**config.mk**
```make
export PLATFORM = sky130hd
export DESIGN_NAME = obstacle_pool
export DESIGN_NICKNAME = d
export VERILOG_FILES = /design/src/rtl/obstacle_pool.sv
export SDC_FILE = /design/constraint.sdc
export NUM_CORES = 1
export LEC_CHECK = 0
export ABC_AREA = 1
export BUFFER_PORTS_ARGS = -buffer_cell sky130_fd_sc_hd__buf_2
export CAP_MARGIN = 20
export CORE_UTILIZATION = 40
export CTS_BUF_LIST = sky130_fd_sc_hd__clkbuf_4 sky130_fd_sc_hd__clkbuf_8
export CTS_CLUSTER_SIZE = 28
export DETAILED_ROUTE_END_ITERATION = 16
export HOLD_SLACK_MARGIN = 0.06
export PLACE_DENSITY = 0.59
export SLEW_MARGIN = 30
export SYNTH_ARGS = -nofsm -noshare
export SYNTH_HDL_FRONTEND = slang
export SYNTH_SLANG_ARGS = --single-unit
export TNS_END_PERCENT = 5
```
**constraint.sdc**
```tcl
create_clock -name clk -period 14.03 [get_ports clk]
set_clock_uncertainty 0.2 [all_clocks]
set_input_delay 2.806 -clock clk [delete_from_list [all_inputs] [get_ports clk]]
set_output_delay 2.806 -clock clk [all_outputs]
set_load 0.01 [all_outputs]
```
**src/rtl/obstacle_pool.sv**
```systemverilog
// obstacle_pool: owns SLOTS obstacles. Spawns them, picks their type, size and gap,
// moves them every frame tick and frees them once they leave the screen.
module obstacle_pool #(
  parameter int SLOTS      = 3,
  parameter int MAX_DUP    = 2,
  parameter int GAME_WIDTH = 640,
  parameter int SCALE_LOG2 = 10
) (
  input  logic                clk,
  input  logic                rst_n,
  input  logic                update,
  input  logic                start,
  input  logic                crash,
  input  logic [14:0]         speed,
  input  logic [5:0]          timer,
  input  logic [10:0]         rng,
  input  logic [2:0]          req_type,
  output logic [1:0]          state,
  output logic [SLOTS-1:0]    active,
  output logic [11*SLOTS-1:0] x_pos,
  output logic [10*SLOTS-1:0] y_pos,
  output logic [3*SLOTS-1:0]  obs_type,
  output logic [2*SLOTS-1:0]  size,
  output logic [10*SLOTS-1:0] width,
  output logic [SLOTS-1:0]    frame,
  output logic                spawned
);

  typedef enum logic [1:0] {WAITING = 2'd0, RUNNING = 2'd1, CRASHED = 2'd2} state_t;

  localparam int SW = (SLOTS > 1) ? $clog2(SLOTS) : 1;
  localparam logic [2:0] T_SMALL = 3'd1;
  localparam logic [2:0] T_LARGE = 3'd2;
  localparam logic [2:0] T_PTERO = 3'd3;
  localparam logic [14:0] PTERO_MIN_SPEED = 15'd8704;
  localparam logic signed [20:0] SPAWN_X = 21'(GAME_WIDTH << SCALE_LOG2);
  localparam logic signed [20:0] DRIFT = 21'sd819;
  localparam logic signed [12:0] GW13 = 13'(GAME_WIDTH);
  localparam logic [3:0] DUP_MAX = 4'(MAX_DUP);

  state_t state_q, state_d;
  logic [SLOTS-1:0] active_q, frame_q, up_q;
  logic signed [20:0] xg_q [SLOTS];
  logic [9:0] y_q [SLOTS];
  logic [2:0] type_q [SLOTS];
  logic [1:0] size_q [SLOTS];
  logic [9:0] width_q [SLOTS];
  logic [SW-1:0] last_q;
  logic [10:0] gap_q;
  logic [2:0] last_type_q;
  logic [3:0] dup_q;
  logic spawned_q;

  logic clear, run, spawn_now, any_live, has_free, room_ok, is_large, is_ptero, mult_hit;
  logic [SLOTS-1:0] pre_act, remove, live;
  logic signed [20:0] next_x [SLOTS];
  logic [SW-1:0] free_idx;
  logic signed [12:0] last_reach;
  logic [2:0] new_type;
  logic [3:0] new_dup;
  logic [1:0] new_size;
  logic [9:0] new_width, new_y, base_w;
  logic [10:0] new_gap;
  logic [24:0] gap_prod;
  logic [15:0] gap_sum;
  logic unused_rng;

  assign unused_rng = ^rng[3:0];

  function automatic logic wing(input logic [5:0] t);
    return (t >= 6'd10 && t < 6'd20) || (t >= 6'd30 && t < 6'd40) || (t >= 6'd50);
  endfunction

  function automatic logic signed [12:0] px13(input logic signed [20:0] xg);
    return 13'(signed'(xg[SCALE_LOG2 +: 11]));
  endfunction

  // Pool state register
  always_ff @(posedge clk or negedge rst_n) begin
    if (!rst_n) state_q <= WAITING;
    else        state_q <= state_d;
  end

  // Next pool state; crash always beats start, and slots are wiped when a run (re)starts
  always_comb begin
    state_d = state_q;
    clear   = 1'b0;
    run     = 1'b0;
    if (update) begin
      case (state_q)
        WAITING: if (!crash && start) begin state_d = RUNNING; clear = 1'b1; run = 1'b1; end
        RUNNING: if (crash) state_d = CRASHED; else run = 1'b1;
        CRASHED: if (!crash && start) begin state_d = WAITING; clear = 1'b1; end
        default: state_d = WAITING;
      endcase
    end
  end

  // Per-slot removal and motion, then free-slot search and spacing check for the spawn
  always_comb begin
    pre_act  = clear ? '0 : active_q;
    remove   = '0;
    free_idx = '0;
    for (int i = 0; i < SLOTS; i++) begin
      next_x[i] = xg_q[i] - $signed({6'd0, speed})
                + ((type_q[i] == T_PTERO) ? (up_q[i] ? DRIFT : -DRIFT) : 21'sd0);
      if (run && pre_act[i] && (px13(xg_q[i]) + $signed({3'b000, width_q[i]}) <= 13'sd0))
        remove[i] = 1'b1;
    end
    live     = pre_act & ~remove;
    any_live = |live;
    has_free = ~&live;
    for (int i = SLOTS - 1; i >= 0; i--)
      if (!live[i]) free_idx = SW'(i);
    last_reach = px13(xg_q[last_q]) + $signed({3'b000, width_q[last_q]}) + $signed({2'b00, gap_q});
    room_ok    = last_reach < GW13;
    spawn_now  = run && (req_type != 3'd0) && has_free && (!any_live || room_ok);
  end

  // Type substitution, duplicate tracking and the geometry/gap of the obstacle being spawned
  always_comb begin
    new_type = (req_type == T_PTERO && speed < PTERO_MIN_SPEED) ? T_SMALL : req_type;
    if (new_type == last_type_q && dup_q == DUP_MAX) begin
      case (new_type)
        T_SMALL: new_type = T_LARGE;
        T_LARGE: new_type = T_PTERO;
        default: new_type = T_SMALL;
      endcase
      if (new_type == T_PTERO && speed < PTERO_MIN_SPEED) new_type = T_SMALL;
    end
    new_dup  = (new_type != last_type_q) ? 4'd1 : (dup_q >= DUP_MAX) ? DUP_MAX : dup_q + 4'd1;
    is_large = (new_type == T_LARGE);
    is_ptero = (new_type == T_PTERO);
    mult_hit = is_ptero ? 1'b0 : is_large ? (speed > 15'd7168) : (speed > 15'd4096);
    new_size = mult_hit ? 2'(timer % 6'd3) + 2'd1 : 2'd1;
    base_w   = is_ptero ? 10'd46 : is_large ? 10'd25 : 10'd17;
    new_width = base_w * {8'd0, new_size};
    if (is_ptero)      new_y = (timer < 6'd20) ? 10'd100 : (timer < 6'd40) ? 10'd75 : 10'd50;
    else if (is_large) new_y = 10'd90;
    else               new_y = 10'd105;
    gap_prod = 25'(new_width) * 25'(speed);
    gap_sum  = 16'(gap_prod >> SCALE_LOG2) + (is_ptero ? 16'd150 : 16'd120) + {9'd0, rng[10:4]};
    new_gap  = (gap_sum > 16'd2047) ? 11'd2047 : gap_sum[10:0];
  end

  // Slot registers: wipe on (re)start, free/move on a running tick, then fill the spawn slot
  always_ff @(posedge clk or negedge rst_n) begin
    if (!rst_n) begin
      active_q <= '0; frame_q <= '0; up_q <= '0;
      for (int i = 0; i < SLOTS; i++) begin
        xg_q[i] <= '0; y_q[i] <= '0; type_q[i] <= '0; size_q[i] <= '0; width_q[i] <= '0;
      end
      last_q <= '0; gap_q <= '0; last_type_q <= '0; dup_q <= '0; spawned_q <= 1'b0;
    end else begin
      spawned_q <= spawn_now;
      if (clear) begin
        active_q <= '0; frame_q <= '0; up_q <= '0;
        for (int i = 0; i < SLOTS; i++) begin
          xg_q[i] <= '0; y_q[i] <= '0; type_q[i] <= '0; size_q[i] <= '0; width_q[i] <= '0;
        end
      end
      for (int i = 0; i < SLOTS; i++) begin
        if (remove[i]) active_q[i] <= 1'b0;
        else if (run && pre_act[i]) begin
          xg_q[i] <= next_x[i];
          if (type_q[i] == T_PTERO) frame_q[i] <= wing(timer);
        end
      end
      if (spawn_now) begin
        active_q[free_idx] <= 1'b1;
        xg_q[free_idx]     <= SPAWN_X;
        y_q[free_idx]      <= new_y;
        type_q[free_idx]   <= new_type;
        size_q[free_idx]   <= new_size;
        width_q[free_idx]  <= new_width;
        frame_q[free_idx]  <= is_ptero & wing(timer);
        up_q[free_idx]     <= timer[0];
        last_q             <= free_idx;
        gap_q              <= new_gap;
        last_type_q        <= new_type;
        dup_q              <= new_dup;
      end
    end
  end

  // Pack slot registers onto the flat output buses
  always_comb begin
    state    = state_q;
    active   = active_q;
    frame    = frame_q;
    spawned  = spawned_q;
    x_pos    = '0;
    y_pos    = '0;
    obs_type = '0;
    size     = '0;
    width    = '0;
    for (int i = 0; i < SLOTS; i++) begin
      x_pos[i*11 +: 11]   = xg_q[i][SCALE_LOG2 +: 11];
      y_pos[i*10 +: 10]   = y_q[i];
      obs_type[i*3 +: 3]  = type_q[i];
      size[i*2 +: 2]      = size_q[i];
      width[i*10 +: 10]   = width_q[i];
    end
  end

endmodule

```
* Word level (Yosys, flattened, before mapping)
Cells that the tools add are included.
W data, S select, Z words.
** Operators by class
- $add $sub $neg :: 15
- $mul :: 2
- Divide/modulo/power cells :: 1
- Magnitude comparators :: 19
- Equality and inequality tests :: 17
- Shift operators :: 0
- Muxes and demuxes :: 96
- Bitwise logic cells :: 9
- Reductions and logical operators :: 29
** Operators with widths (count)
- $mux W21 :: 15
- $mux W63 :: 2
- $mux W30 :: 4
- $add A21 B21 Y21 :: 3
- $sub A21 B16 Y21 :: 3
- $bwmux W30 :: 2
- $and A57 B57 Y57 :: 1
- $not A57 Y57 :: 1
- $add A11 B11 Y12 :: 4
- $bmux W21 S2 :: 1
- $demux W21 S2 :: 1
- $le A12 B1 Y1 const B :: 3
- $mux W3 :: 11
- $gt A15 B13 Y1 const B :: 2
- $mux W10 :: 3
- $eq A3 B2 Y1 const B :: 8
- $mux W6 :: 4
- $mul A8 B15 Y23 :: 1
- $mux W1 :: 23
- $mux W7 :: 3
- $bmux W10 S2 :: 1
- $demux W10 S2 :: 1
- $mux W9 :: 2
- $logic_and A1 B1 Y1 :: 17
- other kinds (54) :: 72
** Storage, ports and cells
- Register bits :: 170
- Bits in latches :: 0
- Memory bits (writable) :: 0
- Memory bits (read-only) :: 0
- Input port bits :: 40
- Output and inout bits :: 117
- Logic and storage cells :: 212
- Memories :: 0

* Logic depth before layout (Yosys ltp)
Gate-level depths: netlist (run 1).
- Depth after elaboration :: 22
- Depth in mapped cells :: 68
- Mapped depth without buffers :: 67

* Worst setup path before layout (run 1)
No wires, ideal clock.
- Kind :: input to register
- From :: input port timer[4]
- To :: register gap_q[7]
- Library setup time :: 0.118 ns
- Data arrival time :: 11.770 ns
- Required time :: 13.712 ns
- Setup slack :: 1.942 ns
- Stages :: 61
- Path buffers :: 3
- Cell sequence :: inv_1 -> nand2_1 -> nand2_1 -> nand2_1 -> nand2_1 -> nand2_1 -> nand2_1 -> inv_2 -> ha_1 -> inv_1 -> nand3_1 -> inv_1 -> nand2_1 -> xor2_1 -> ha_1 -> nor2_1 -> nand3_1 -> nand2_2 -> [25 not listed] -> inv_1 -> ha_1 -> nand3_1 -> nand2_1 -> a21oi_1 -> o21bai_1 -> a21oi_1 -> o21ai_0 -> nand2_1 -> nand2_1 -> inv_1 -> nor2_1 -> nand4_1 -> nand2_1 -> nand3_2 -> buf_12 -> nor2_4 -> nor2_2
** On the way
- Longest elaborated chain between the ends :: 9
** Ends and longest elaborated chain
- from (decl) :: RTL line 15 : input logic [5:0] timer,
- $mod A6 B2 Y6 * :: RTL line 135 : new_size = mult_hit ? 2'(timer % 6'd3) + 2'd1 : 2'd1;
- $add A2 B1 Y2 * :: RTL line 135
- $mux W2 * :: RTL line 135
- $mul A6 B2 Y8 * :: RTL line 137 : new_width = base_w * {8'd0, new_size};
- $mul A8 B15 Y23 * :: RTL line 141 : gap_prod = 25'(new_width) * 25'(speed);
- $add A13 B8 Y14 * :: RTL line 142 : gap_sum = 16'(gap_prod >> SCALE_LOG2) + (is_ptero ? 16'd150 : 16'd120) + {9'd0, rng[10:4]};
- $add A14 B7 Y15 * :: RTL line 142
- $gt A15 B11 Y1 :: RTL line 143 : new_gap = (gap_sum > 16'd2047) ? 11'd2047 : gap_sum[10:0];
- $mux W11 * :: RTL line 143
- to (signal assigned) :: RTL line 179 : gap_q <= new_gap;
- to (decl) :: RTL line 49 : logic [10:0] gap_q;
Every way passes the cells marked *; elsewhere a longest branch is shown, timed or not.
A chain may end at the register's enable or synchronous reset.

* Final worst setup path (run 1)
- From :: input port timer[4]
- To :: register gap_q[6]
The elaborated chain is that of the path after synthesis.

==> tab_implementation.tex, run 1 <==
\begin{tabular}{lr}
\hline
Metric & Value \\
\hline
\multicolumn{2}{l}{\textbf{Worst setup path}} \\
Delay of the slowest cell on the worst path & around 0.56 ns \\
Cell family with the largest share of critical-path delay & adder cells \\
R2R Path Start & dup\_q[0] \\
Required arrival time at the worst endpoint & about 14 ns \\
Worst Reg-to-Reg Cells & 48 \\
R2R Path End & gap\_q[6] \\
CP Max Fanout & 13 \\
CP most frequent cell & sky130\_fd\_sc\_hd\_\_nand2\_1 \\
Critical Path End Type & flip-flop \\
Type of the worst setup path & input pin to flip-flop \\
Buffers and inverters on the worst path & 11 \\
Worst R2R Setup Slack & between 3 and 4 ns \\
CP max stage cell & sky130\_fd\_sc\_hd\_\_fa\_1 \\
Startpoint type of the worst setup path & input pin \\
Data arrival time of the critical path & 13.06 ns \\
\multicolumn{2}{l}{\textbf{Logic synthesis}} \\
Gate count of the mapped netlist & about 2500 \\
Synth warnings & 0 \\
Average size of a mapped cell & 7.59 um2 \\
Share of synthesized area occupied by flip-flops and latches & 0.227 \\
Number of synthesized flops with an enable pin & 0 \\
Share of synthesized registers carrying an async set or reset & 1.00 \\
Primary flip-flop cell chosen by synthesis mapping & sky130\_fd\_sc\_hd\_\_dfrtp\_1 \\
Cell area after synthesis & 18800 um2 \\
Number of different library cells in the post-synthesis netlist & 58 \\
Register bit count reported by yosys & between 150 and 200 \\
\multicolumn{2}{l}{\textbf{Die}} \\
Site Rows & around 80 \\
IO Pins & about 160 \\
Initial cell density of the core & 0.410 \\
Die W & about 220 um \\
Placeable Area & 45800 um2 \\
Vertical die dimension & roughly 220 um \\
Die Area & $\sim$48000 um2 \\
\multicolumn{2}{l}{\textbf{Clock network}} \\
Number of clock buffers inserted by TritonCTS & 17 \\
Total of hold buffers inserted after clock tree synthesis & 0 \\
Deepest level of the CTS H-tree & 4 \\
Maximum buffer depth of the clock tree & 2 \\
Root Driver & sky130\_fd\_sc\_hd\_\_clkbuf\_8 \\
CTS-repair resized insts & 0 \\
Clock-pin slew on the worst setup and hold paths & $\sim$0.11 ns \\
Clock tree from TritonCTS & done \\
Number of buffers inserted by post-CTS setup repair & 0 \\
TritonCTS Sinks & 170 \\
Clock latency on the worst-skew pair & roughly 0.52 ns \\
\multicolumn{2}{l}{\textbf{Detailed routing}} \\
Number of DRC violations after detailed-routing iteration 0 & between 1000 and 1500 \\
Detailed-router iteration count before antenna repair & 6 \\
Wire length per cell after detailed routing & 17.8 um \\
Highest metal layer with signal wires & met4 \\
Number of vias per cell & between 5 and 6 \\
Wire length after detailed routing & 56800 um \\
Count of nets left with antenna violations after detail routing & 0 \\
Metal1 wirelength & around 25000 um \\
Number of remaining DRC errors & 0 \\
Total length of routed met2 wires & roughly 27000 um \\
Detail Route met3 WL & between 3000 and 4000 um \\
Total number of vias & 16564 \\
\multicolumn{2}{l}{\textbf{Place}} \\
RD Place Congestion & between 0.9 and 1 \\
Number of instances in the placed design & between 3000 and 4000 \\
HPWL reported at the end of detailed placement & about 44000 um \\
Area after detailed placement & 19900 um2 \\
Post-place setup slack & around 0.71 ns \\
\# port buffers & roughly 150 \\
\multicolumn{2}{l}{\textbf{Global route}} \\
Grt ovf & 0 \\
Global-route total usage across every layer & 0.245 \\
Number of global-route vias before repair & 16224 \\
First-pass GRT wire length & about 90000 um \\
Antenna violations before repair & 1 \\
Maximum number of pins on one net before global-route repair & 76 \\
\multicolumn{2}{l}{\textbf{Timing}} \\
Final worst path period need & around 13 ns \\
Total count of hold-check failures in the final report & 0 \\
Total negative setup slack & 0 ns \\
Worst relative slew slack & 0.374 \\
Count of final max-slew check failures & 0 \\
F\_max & 77.8 MHz \\
Setup slack of the critical path after layout & 1.17 ns \\
Ratio of final minimum period to clock period & 0.916 \\
Slew of the pin with the lowest slew margin & 0.939 ns \\
Setup repair after global routing missed its margin & false \\
Final setup violation count & 0 \\
\multicolumn{2}{l}{\textbf{Layout}} \\
Net count of the finished layout & between 2000 and 3000 \\
Post-layout instance area & 20300 um2 \\
Filler instances & 4669 \\
Layout overhead on the synthesized area & 8.24\% \\
Fraction of final layout cells sized beyond drive strength 1 & 0.113 \\
Cell Count, Final, Fillers Out & $\sim$3200 \\
\multicolumn{2}{l}{\textbf{Min path}} \\
WHS Endpoint & dup\_q[3] \\
Worst hold-check path type & flip-flop to flip-flop \\
Origin of the worst min-delay path & dup\_q[3] \\
Cell count of the worst hold path & 2 \\
\multicolumn{2}{l}{\textbf{Status}} \\
Result of the run & completed \\
\multicolumn{2}{l}{\textbf{Flow run}} \\
Max-cap viol count & 0 \\
\hline
\end{tabular}
-- logic make-up (layout without fill, tap and decap cells) --
group	after synthesis	count (layout)	share of synthesized area
mux	1	1	0.000534
xor+xnor	94	94	0.0447
buf+inv	592	693	0.129
simple gates	852	852	0.200
fa+ha+maj	318	318	0.268
compound gates	442	442	0.131
flops	170	170	0.227
other cells	2	17	0.000400
-- synth_stat cells (9+ instances only) --
library cell	n	area (um2)
sky130_fd_sc_hd__o211ai_1	9	67.6
sky130_fd_sc_hd__dfrtp_1	170	4250
sky130_fd_sc_hd__a31oi_1	31	194
sky130_fd_sc_hd__nor3_1	25	125
sky130_fd_sc_hd__nand4_1	20	125
sky130_fd_sc_hd__buf_2	16	80.1
sky130_fd_sc_hd__or2_2	12	75.1
sky130_fd_sc_hd__nor2_2	14	87.6
sky130_fd_sc_hd__clkbuf_1	41	154
sky130_fd_sc_hd__ha_1	178	2230
sky130_fd_sc_hd__inv_2	9	33.8
sky130_fd_sc_hd__nor2_4	13	146
sky130_fd_sc_hd__xor2_1	58	508
sky130_fd_sc_hd__xnor2_1	34	298
sky130_fd_sc_hd__nor2_1	261	980
sky130_fd_sc_hd__a21oi_1	162	811
sky130_fd_sc_hd__fa_1	140	2800
sky130_fd_sc_hd__buf_4	36	270
sky130_fd_sc_hd__nand2_1	364	1370
sky130_fd_sc_hd__nand3_1	103	515
sky130_fd_sc_hd__o21ai_0	168	841
sky130_fd_sc_hd__inv_1	482	1810
sky130_fd_sc_hd__o21ai_1	17	85.1
sky130_fd_sc_hd__nand2_2	14	87.6
-- registers in the layout, summed over array words and instances, names as in the netlist --
register	count
gap_q	11
y_pos	30
active	3
up_q	3
frame	3
xg_q	30
last_type_q	3
obs_type	9
last_q	2
dup_q	4
x_pos	33
state	2
spawned	1
size	6
width	30
-- per-layer routing --
metal / track usage / vias to the layer above
li1: - / 7995
met1: 0.316 / 7986
met2: 0.411 / 487
met3: 0.0388 / 96
met4: 0.0918 / 0
met5: 0 / -
-- how the worst max path moves through the flow --
stage              from        to  slack [ns]  cells past startpoint
2_1_floorplan  timer[4]  gap_q[7]        1.94                     61
3_3_place_gp   timer[4]  gap_q[0]        0.94                     60
3_5_place_dp   timer[4]  gap_q[6]        0.71                     60
4_1_cts        timer[4]  gap_q[6]        1.27                     60
5_1_grt        timer[4]  gap_q[6]        0.20                     63
6_report       timer[4]  gap_q[6]        1.17                     60
-- metrics by stage --
step,utilization,hold WS [ns]
after floorplan,-,0.254
after detailed placement,0.435,0.287
after CTS,0.443,0.304
after global routing,0.444,0.335
after global placement,0.435,0.277
final,0.444,0.302
-- area by class of cell --
cell class	instances	area [um2]	area share
multi-input cells	1723	12200	0.599
clock buffers	19	255	0.0126
flip-flops and latches	170	4250	0.210
inverters	492	1850	0.0912
well taps	600	751	0.0370
clock inverters	13	125	0.00616
repair buffers	169	898	0.0442
diodes	1	2.50	0.000123
-- cell usage in the layout (no fill, tap or decap), drive strengths merged, types with 16 or more instances in the layout --
cell	instances
o21ai	187
nor2	288
inv	500
nor3	25
buf	169
ha	178
conb	16
fa	140
nand4	20
xnor2	34
nand2	386
clkbuf	19
dfrtp	170
nand3	110
xor2	60
a31oi	31
a21oi	163
-- worst reg2reg max path, delay by kind of cell (launching register included) --
family	cells	cell delay (ns)
compound gates	7	1.41
xor+xnor	1	0.17
fa+ha+maj	9	3.80
buf+inv	7	0.65
flops	1	0.42
simple gates	24	3.47
Power of run 1 is left out: the tool's default activity adds up to more than one toggle a clock period on the data nets, which glitch-free logic cannot reach.
==> run 2: changes to the inputs <==
CAP_MARGIN = 25   (was 20)
CELL_PAD_IN_SITES_DETAIL_PLACEMENT = 1   (was unset)
CELL_PAD_IN_SITES_GLOBAL_PLACEMENT = 1   (was unset)
PLACE_DENSITY = 0.75   (was 0.59)
==> run 2 against run 1 <==
- final cell count up 0.19%
- die area unchanged
- global-route usage increased by 3.5 points
- first-iteration DRC count fell by 16%
- clock-buffer cell count grew 1
- wire length grew 13%
- non-clock buffer count up 5
- hold slack worse by 0.0059 ns
- core utilization grew 0.16 points
- setup slack gained 0.051 ns
- sequential share of layout area down 0.076 points
- via count rose by 2.8%
==> tab_implementation.tex, run 2 (synthesis results as in run 1) <==
\begin{tabular}{lr}
\hline
Metric & Value \\
\hline
\multicolumn{2}{l}{\textbf{Status}} \\
Result of the run & completed \\
\multicolumn{2}{l}{\textbf{Clock network}} \\
Clock tree from TritonCTS & done \\
Clock-pin slew on the worst setup and hold paths & 0.09 ns (-0.02 ns) \\
Maximum buffer depth of the clock tree & 2 (unchanged) \\
Number of clock buffers inserted by TritonCTS & 17 (unchanged) \\
Deepest level of the CTS H-tree & 4 (unchanged) \\
Clock latency on the worst-skew pair & 0.54 ns (+0.02 ns) \\
TritonCTS Sinks & 170 (unchanged) \\
Root Driver & sky130\_fd\_sc\_hd\_\_clkbuf\_8 \\
Total of hold buffers inserted after clock tree synthesis & 0 (unchanged) \\
\multicolumn{2}{l}{\textbf{Worst setup path}} \\
CP Max Fanout & 13 (unchanged) \\
CP Launch Point & timer[4] \\
Critical Path End Type & flip-flop \\
CP max stage cell & sky130\_fd\_sc\_hd\_\_fa\_1 \\
Delay of the slowest cell on the worst path & 0.55 ns (about the same) \\
R2R Path Start & dup\_q[0] \\
Data arrival time of the critical path & 13.04 ns (-0.02 ns) \\
Startpoint type of the worst setup path & input pin \\
Type of the worst setup path & input pin to flip-flop \\
Required arrival time at the worst endpoint & 14.26 ns (+0.03 ns) \\
CP most frequent cell & sky130\_fd\_sc\_hd\_\_nand2\_1 \\
\multicolumn{2}{l}{\textbf{Min path}} \\
Origin of the worst min-delay path & dup\_q[3] \\
Worst hold-check path type & flip-flop to flip-flop \\
\multicolumn{2}{l}{\textbf{Place}} \\
RD Place Congestion & 0.927 (-4.7\%) \\
HPWL reported at the end of detailed placement & 50700 um (+14\%) \\
Post-place setup slack & 0.309 ns (-0.403 ns) \\
\# port buffers & 152 (unchanged) \\
\multicolumn{2}{l}{\textbf{Global route}} \\
Antenna violations before repair & 1 (unchanged) \\
Number of global-route vias before repair & 18121 (+12\%) \\
Grt ovf & 0 (unchanged) \\
Maximum number of pins on one net before global-route repair & 82 (+7.9\%) \\
Global-route total usage across every layer & 0.280 (+0.0348) \\
First-pass GRT wire length & 102000 um (+13\%) \\
\multicolumn{2}{l}{\textbf{Timing}} \\
Total negative setup slack & 0 ns (unchanged) \\
Setup repair after global routing missed its margin & false \\
Count of final max-slew check failures & 0 (unchanged) \\
Setup slack of the critical path after layout & 1.23 ns (+0.0509 ns) \\
Ratio of final minimum period to clock period & 0.913 (-0.00363) \\
Final setup violation count & 0 (unchanged) \\
F\_max & 78.1 MHz (+0.40\%) \\
Worst relative slew slack & 0.356 (-0.0176) \\
Final worst path period need & 12.80 ns (-0.0509 ns) \\
Total count of hold-check failures in the final report & 0 (unchanged) \\
Slew of the pin with the lowest slew margin & 0.965 ns (+0.0263 ns) \\
\multicolumn{2}{l}{\textbf{Layout}} \\
Number of flip-flops in the largest register & 33 (unchanged) \\
Commonest non-fill, non-tap cell in the layout & sky130\_fd\_sc\_hd\_\_inv\_1 \\
Net count of the finished layout & 2936 (+0.17\%) \\
Leading cell types in the layout, fill and taps excluded & sky130\_fd\_sc\_hd\_\_inv\_1, sky130\_fd\_sc\_hd\_\_nand2\_1, sky130\_fd\_sc\_hd\_\_nor2\_1, sky130\_fd\_sc\_hd\_\_ha\_1, sky130\_fd\_sc\_hd\_\_dfrtp\_1 \\
Fraction of final layout cells sized beyond drive strength 1 & 0.115 (+0.00210) \\
Filler instances & 5815 (+25\%) \\
Layout overhead on the synthesized area & 8.63\% \\
\multicolumn{2}{l}{\textbf{Detailed routing}} \\
Wire length per cell after detailed routing & 20.2 um (+13\%) \\
Total number of vias & 17024 (+2.8\%) \\
Number of remaining DRC errors & 0 (unchanged) \\
Number of DRC violations after detailed-routing iteration 0 & 946 (-16\%) \\
Wire length after detailed routing & 64500 um (+13\%) \\
Number of vias per cell & 5.33 (+2.6\%) \\
Count of nets left with antenna violations after detail routing & 0 (unchanged) \\
Detailed-router iteration count before antenna repair & 5 (-1) \\
\multicolumn{2}{l}{\textbf{Die}} \\
Initial cell density of the core & 0.410 (unchanged) \\
Die Area & 47800 um2 (unchanged) \\
IO Pins & 157 (unchanged) \\
Die W & 219 um (unchanged) \\
Placeable Area & 45800 um2 (unchanged) \\
Vertical die dimension & 219 um (unchanged) \\
Site Rows & 78 (unchanged) \\
\multicolumn{2}{l}{\textbf{Flow run}} \\
Max-cap viol count & 0 (unchanged) \\
\hline
\end{tabular}
[run 2: area by class of cell]
cell class,instances,area (um2),share of cell area
multi-input cells,1723,12200,0.597
flip-flops and latches,170,4250,0.209
inverters,492,1850,0.0909
repair buffers,174,936,0.0459
well taps,600,751,0.0368
clock buffers,20,275,0.0135
clock inverters,12,136,0.00669
diodes,2,5.00,0.000246
[run 2: per-stage QoR]
stage,hold WS [ns],cells,util,cell area [um2]
5_1_grt,0.316,3192,0.445,20400
6_report,0.296,3193,0.445,20400
4_1_cts,0.300,3191,0.445,20400
2_1_floorplan,0.254,2485,-,18800
3_3_place_gp,0.276,3159,0.436,19900
3_5_place_dp,0.286,3159,0.436,19900
[run 2: path summary, 6_finish.rpt]
check,to,slack [ns],cells after the start
worst max-delay path,gap_q[3],1.23,63
worst min-delay path,dup_q[3],0.30,2
worst max register to register,gap_q[3],3.89,52
worst min register to register,dup_q[3],0.30,2
max in group asynchronous,xg_q[1],10.43,2
min in group asynchronous,y_pos[22],2.07,1
[run 2: critical path: cells and delay by family]
family | cells | cell delay (ns)
and+or+nand+nor | 28 | 3.07
AOI/OAI and AO/OA | 9 | 1.68
adders and majority gates | 10 | 3.84
xor gates and xnor gates | 2 | 0.34
buffers and inverters | 14 | 1.29
[run 2: what timing repair did]
item                                    4_1_cts  5_1_grt
gates resized for setup                       0        2
buffers inserted                              0        0
endpoints found under the setup margin        0       11
[run 2: metal layers]
metal	up-vias	wire (um)	GRT usage
li1	7973	-	-
met1	8562	27400	0.353
met2	367	31700	0.478
met3	122	2600	0.0313
met4	0	2750	0.130
met5	-	0	0
Power of run 2 is left out for the same reason.
==> run 3: changes to the inputs <==
PLACE_DENSITY = 0.78   (was 0.75)
==> run 3 against run 2 <==
- sequential share of layout area about the same
- register-to-register slack got worse by 0.02 ns
- via count increased by 0.22%
- wire length decreased by 3.3%
- maximum frequency about the same
- highest routed layer unchanged
- hold slack improved by 0.0052 ns
- setup slack improved by 0.0028 ns
- core utilization decreased by 0.071 points
- first-iteration DRC count decreased by 9.5%
==> tab_implementation.tex, run 3 (synthesis results as in run 1) <==
\begin{tabular}{lr}
\hline
Metric & Value \\
\hline
\multicolumn{2}{l}{\textbf{Place}} \\
HPWL reported at the end of detailed placement & 49200 um (-2.8\%) \\
RD Place Congestion & 0.936 (+0.97\%) \\
Area after detailed placement & 19900 um2 (-0.17\%) \\
\# port buffers & 152 (unchanged) \\
\multicolumn{2}{l}{\textbf{Worst setup path}} \\
R2R Path End & gap\_q[0] \\
CP max stage cell & sky130\_fd\_sc\_hd\_\_fa\_1 \\
Data arrival time of the critical path & 13.02 ns (-0.02 ns) \\
Delay of the slowest cell on the worst path & 0.56 ns (about the same) \\
Worst Reg-to-Reg Cells & 47 (-9.6\%) \\
R2R Path Start & dup\_q[2] \\
CP Max Fanout & 11 (-2) \\
Startpoint type of the worst setup path & input pin \\
Required arrival time at the worst endpoint & 14.24 ns (-0.02 ns) \\
Worst R2R Setup Slack & 3.87 ns (-0.02 ns) \\
Cell family with the largest share of critical-path delay & adder cells \\
Critical Path End Type & flip-flop \\
Buffers and inverters on the worst path & 11 (-3) \\
CP most frequent cell & sky130\_fd\_sc\_hd\_\_nand2\_1 \\
Type of the worst setup path & input pin to flip-flop \\
\multicolumn{2}{l}{\textbf{Detailed routing}} \\
Count of nets left with antenna violations after detail routing & 0 (unchanged) \\
Total number of vias & 17061 (+0.22\%) \\
Wire length per cell after detailed routing & 19.6 um (-3.1\%) \\
Detailed-router iteration count before antenna repair & 5 (unchanged) \\
Number of remaining DRC errors & 0 (unchanged) \\
Number of DRC violations after detailed-routing iteration 0 & 856 (-9.5\%) \\
Number of vias per cell & 5.36 (+0.47\%) \\
Wire length after detailed routing & 62300 um (-3.3\%) \\
\multicolumn{2}{l}{\textbf{Clock network}} \\
Clock tree from TritonCTS & done \\
CTS-repair resized insts & 0 (unchanged) \\
Clock-pin slew on the worst setup and hold paths & 0.10 ns (about the same) \\
Total of hold buffers inserted after clock tree synthesis & 0 (unchanged) \\
Number of clock buffers inserted by TritonCTS & 17 (unchanged) \\
Clock latency on the worst-skew pair & 0.52 ns (-0.02 ns) \\
Root Driver & sky130\_fd\_sc\_hd\_\_clkbuf\_8 \\
Number of buffers inserted by post-CTS setup repair & 0 (unchanged) \\
Deepest level of the CTS H-tree & 4 (unchanged) \\
Maximum buffer depth of the clock tree & 2 (unchanged) \\
TritonCTS Sinks & 170 (unchanged) \\
\multicolumn{2}{l}{\textbf{Timing}} \\
Slew of the pin with the lowest slew margin & 0.911 ns (-0.0545 ns) \\
Setup repair after global routing missed its margin & false \\
Final worst path period need & 12.80 ns (-0.00280 ns) \\
F\_max & 78.1 MHz (about the same) \\
Total negative setup slack & 0 ns (unchanged) \\
Total count of hold-check failures in the final report & 0 (unchanged) \\
Ratio of final minimum period to clock period & 0.912 (about the same) \\
Final setup violation count & 0 (unchanged) \\
Count of final max-slew check failures & 0 (unchanged) \\
Worst relative slew slack & 0.393 (+0.0363) \\
\multicolumn{2}{l}{\textbf{Layout}} \\
Fraction of final layout cells sized beyond drive strength 1 & 0.112 (-0.00283) \\
Net count of the finished layout & 2931 (-0.17\%) \\
Post-layout instance area & 20300 um2 (-0.16\%) \\
Commonest non-fill, non-tap cell in the layout & sky130\_fd\_sc\_hd\_\_inv\_1 \\
Layout overhead on the synthesized area & 8.46\% \\
Filler instances & 5785 (-0.52\%) \\
Antenna cell count & 0 (-2) \\
Leading cell types in the layout, fill and taps excluded & sky130\_fd\_sc\_hd\_\_inv\_1, sky130\_fd\_sc\_hd\_\_nand2\_1, sky130\_fd\_sc\_hd\_\_nor2\_1, sky130\_fd\_sc\_hd\_\_ha\_1, sky130\_fd\_sc\_hd\_\_dfrtp\_1 \\
Number of flip-flops in the largest register & 33 (unchanged) \\
\multicolumn{2}{l}{\textbf{Min path}} \\
WHS Endpoint & dup\_q[2] \\
Cell count of the worst hold path & 2 (unchanged) \\
Worst hold-check path type & flip-flop to flip-flop \\
Origin of the worst min-delay path & dup\_q[2] \\
\multicolumn{2}{l}{\textbf{Die}} \\
Initial cell density of the core & 0.410 (unchanged) \\
Die W & 219 um (unchanged) \\
Placeable Area & 45800 um2 (unchanged) \\
Site Rows & 78 (unchanged) \\
Vertical die dimension & 219 um (unchanged) \\
IO Pins & 157 (unchanged) \\
Die Area & 47800 um2 (unchanged) \\
\multicolumn{2}{l}{\textbf{Global route}} \\
Global-route total usage across every layer & 0.271 (-0.00937) \\
Grt ovf & 0 (unchanged) \\
Number of global-route vias before repair & 18242 (+0.67\%) \\
First-pass GRT wire length & 99800 um (-1.8\%) \\
Antenna violations before repair & 0 (-1) \\
Met1 track utilization from global routing & 0.339 (-0.0140) \\
Met2 track demand over resource in global routing & 0.475 (-0.00306) \\
Maximum number of pins on one net before global-route repair & 105 (+28\%) \\
Met3 track utilization from global routing & 0.0278 (-0.00348) \\
Gr busiest metal & met2 \\
\multicolumn{2}{l}{\textbf{Flow run}} \\
Max-cap viol count & 0 (unchanged) \\
\multicolumn{2}{l}{\textbf{Status}} \\
Result of the run & completed \\
\hline
\end{tabular}
## run 3: changes by cell type in the layout (fill, tap and decap cells not counted), sizes merged
| cell | change |
|---|---|
| buf | -5 |
| bufinv | +1 |
| clkbuf | -3 |
| clkinv | -1 |
| clkinvlp | -1 |
| diode | -2 |
| inv | +3 |
## run 3: through the flow
stage | hold WS (ns) | cells | util | setup slack [ns]
after CTS | 0.303 | 3185 | 0.444 | 1.19
after detailed placement | 0.280 | 3154 | 0.435 | 0.667
after global routing | 0.326 | 3185 | 0.445 | 0.297
after global placement | 0.266 | 3154 | 0.435 | 0.878
final | 0.301 | 3185 | 0.445 | 1.23
after floorplan | 0.254 | 2485 | - | 1.94
## run 3: area by class of cell
type / instances / area (um2) / share of cell area
clock buffers: 17 / 234 / 0.0115
clock inverters: 14 / 186 / 0.00916
inverters: 492 / 1850 / 0.0910
multi-input cells: 1723 / 12200 / 0.598
flip-flops and latches: 170 / 4250 / 0.209
well taps: 600 / 751 / 0.0369
repair buffers: 169 / 902 / 0.0443
## run 3: worst max-delay path by stage
stage	from	end	cells past startpoint
floorplan	timer[4]	gap_q[7]	61
global placement	timer[4]	gap_q[0]	64
detailed placement	timer[4]	gap_q[0]	65
CTS	timer[4]	gap_q[10]	65
global route	timer[4]	gap_q[0]	64
finish	timer[4]	gap_q[0]	61
## run 3: per-layer routing
layer | wire length (um) | part of all wire | vias up
li1 | - | - | 7977
met5 | 0 | 0 | -
met1 | 26300 | 0.42 | 8605
met4 | 2360 | 0.038 | 0
met3 | 2380 | 0.038 | 111
met2 | 31300 | 0.50 | 368
## run 3: worst reg2reg max path, delay by kind of cell (launching register included)
family	cells	cell delay, ns
xor gates and xnor gates	1	0.17
and+or+nand+nor	25	3.49
adders and majority gates	8	3.62
DFF	1	0.39
AOI/OAI and AO/OA	7	1.42
buffers and inverters	6	0.77
Power of run 3 is left out for the same reason.
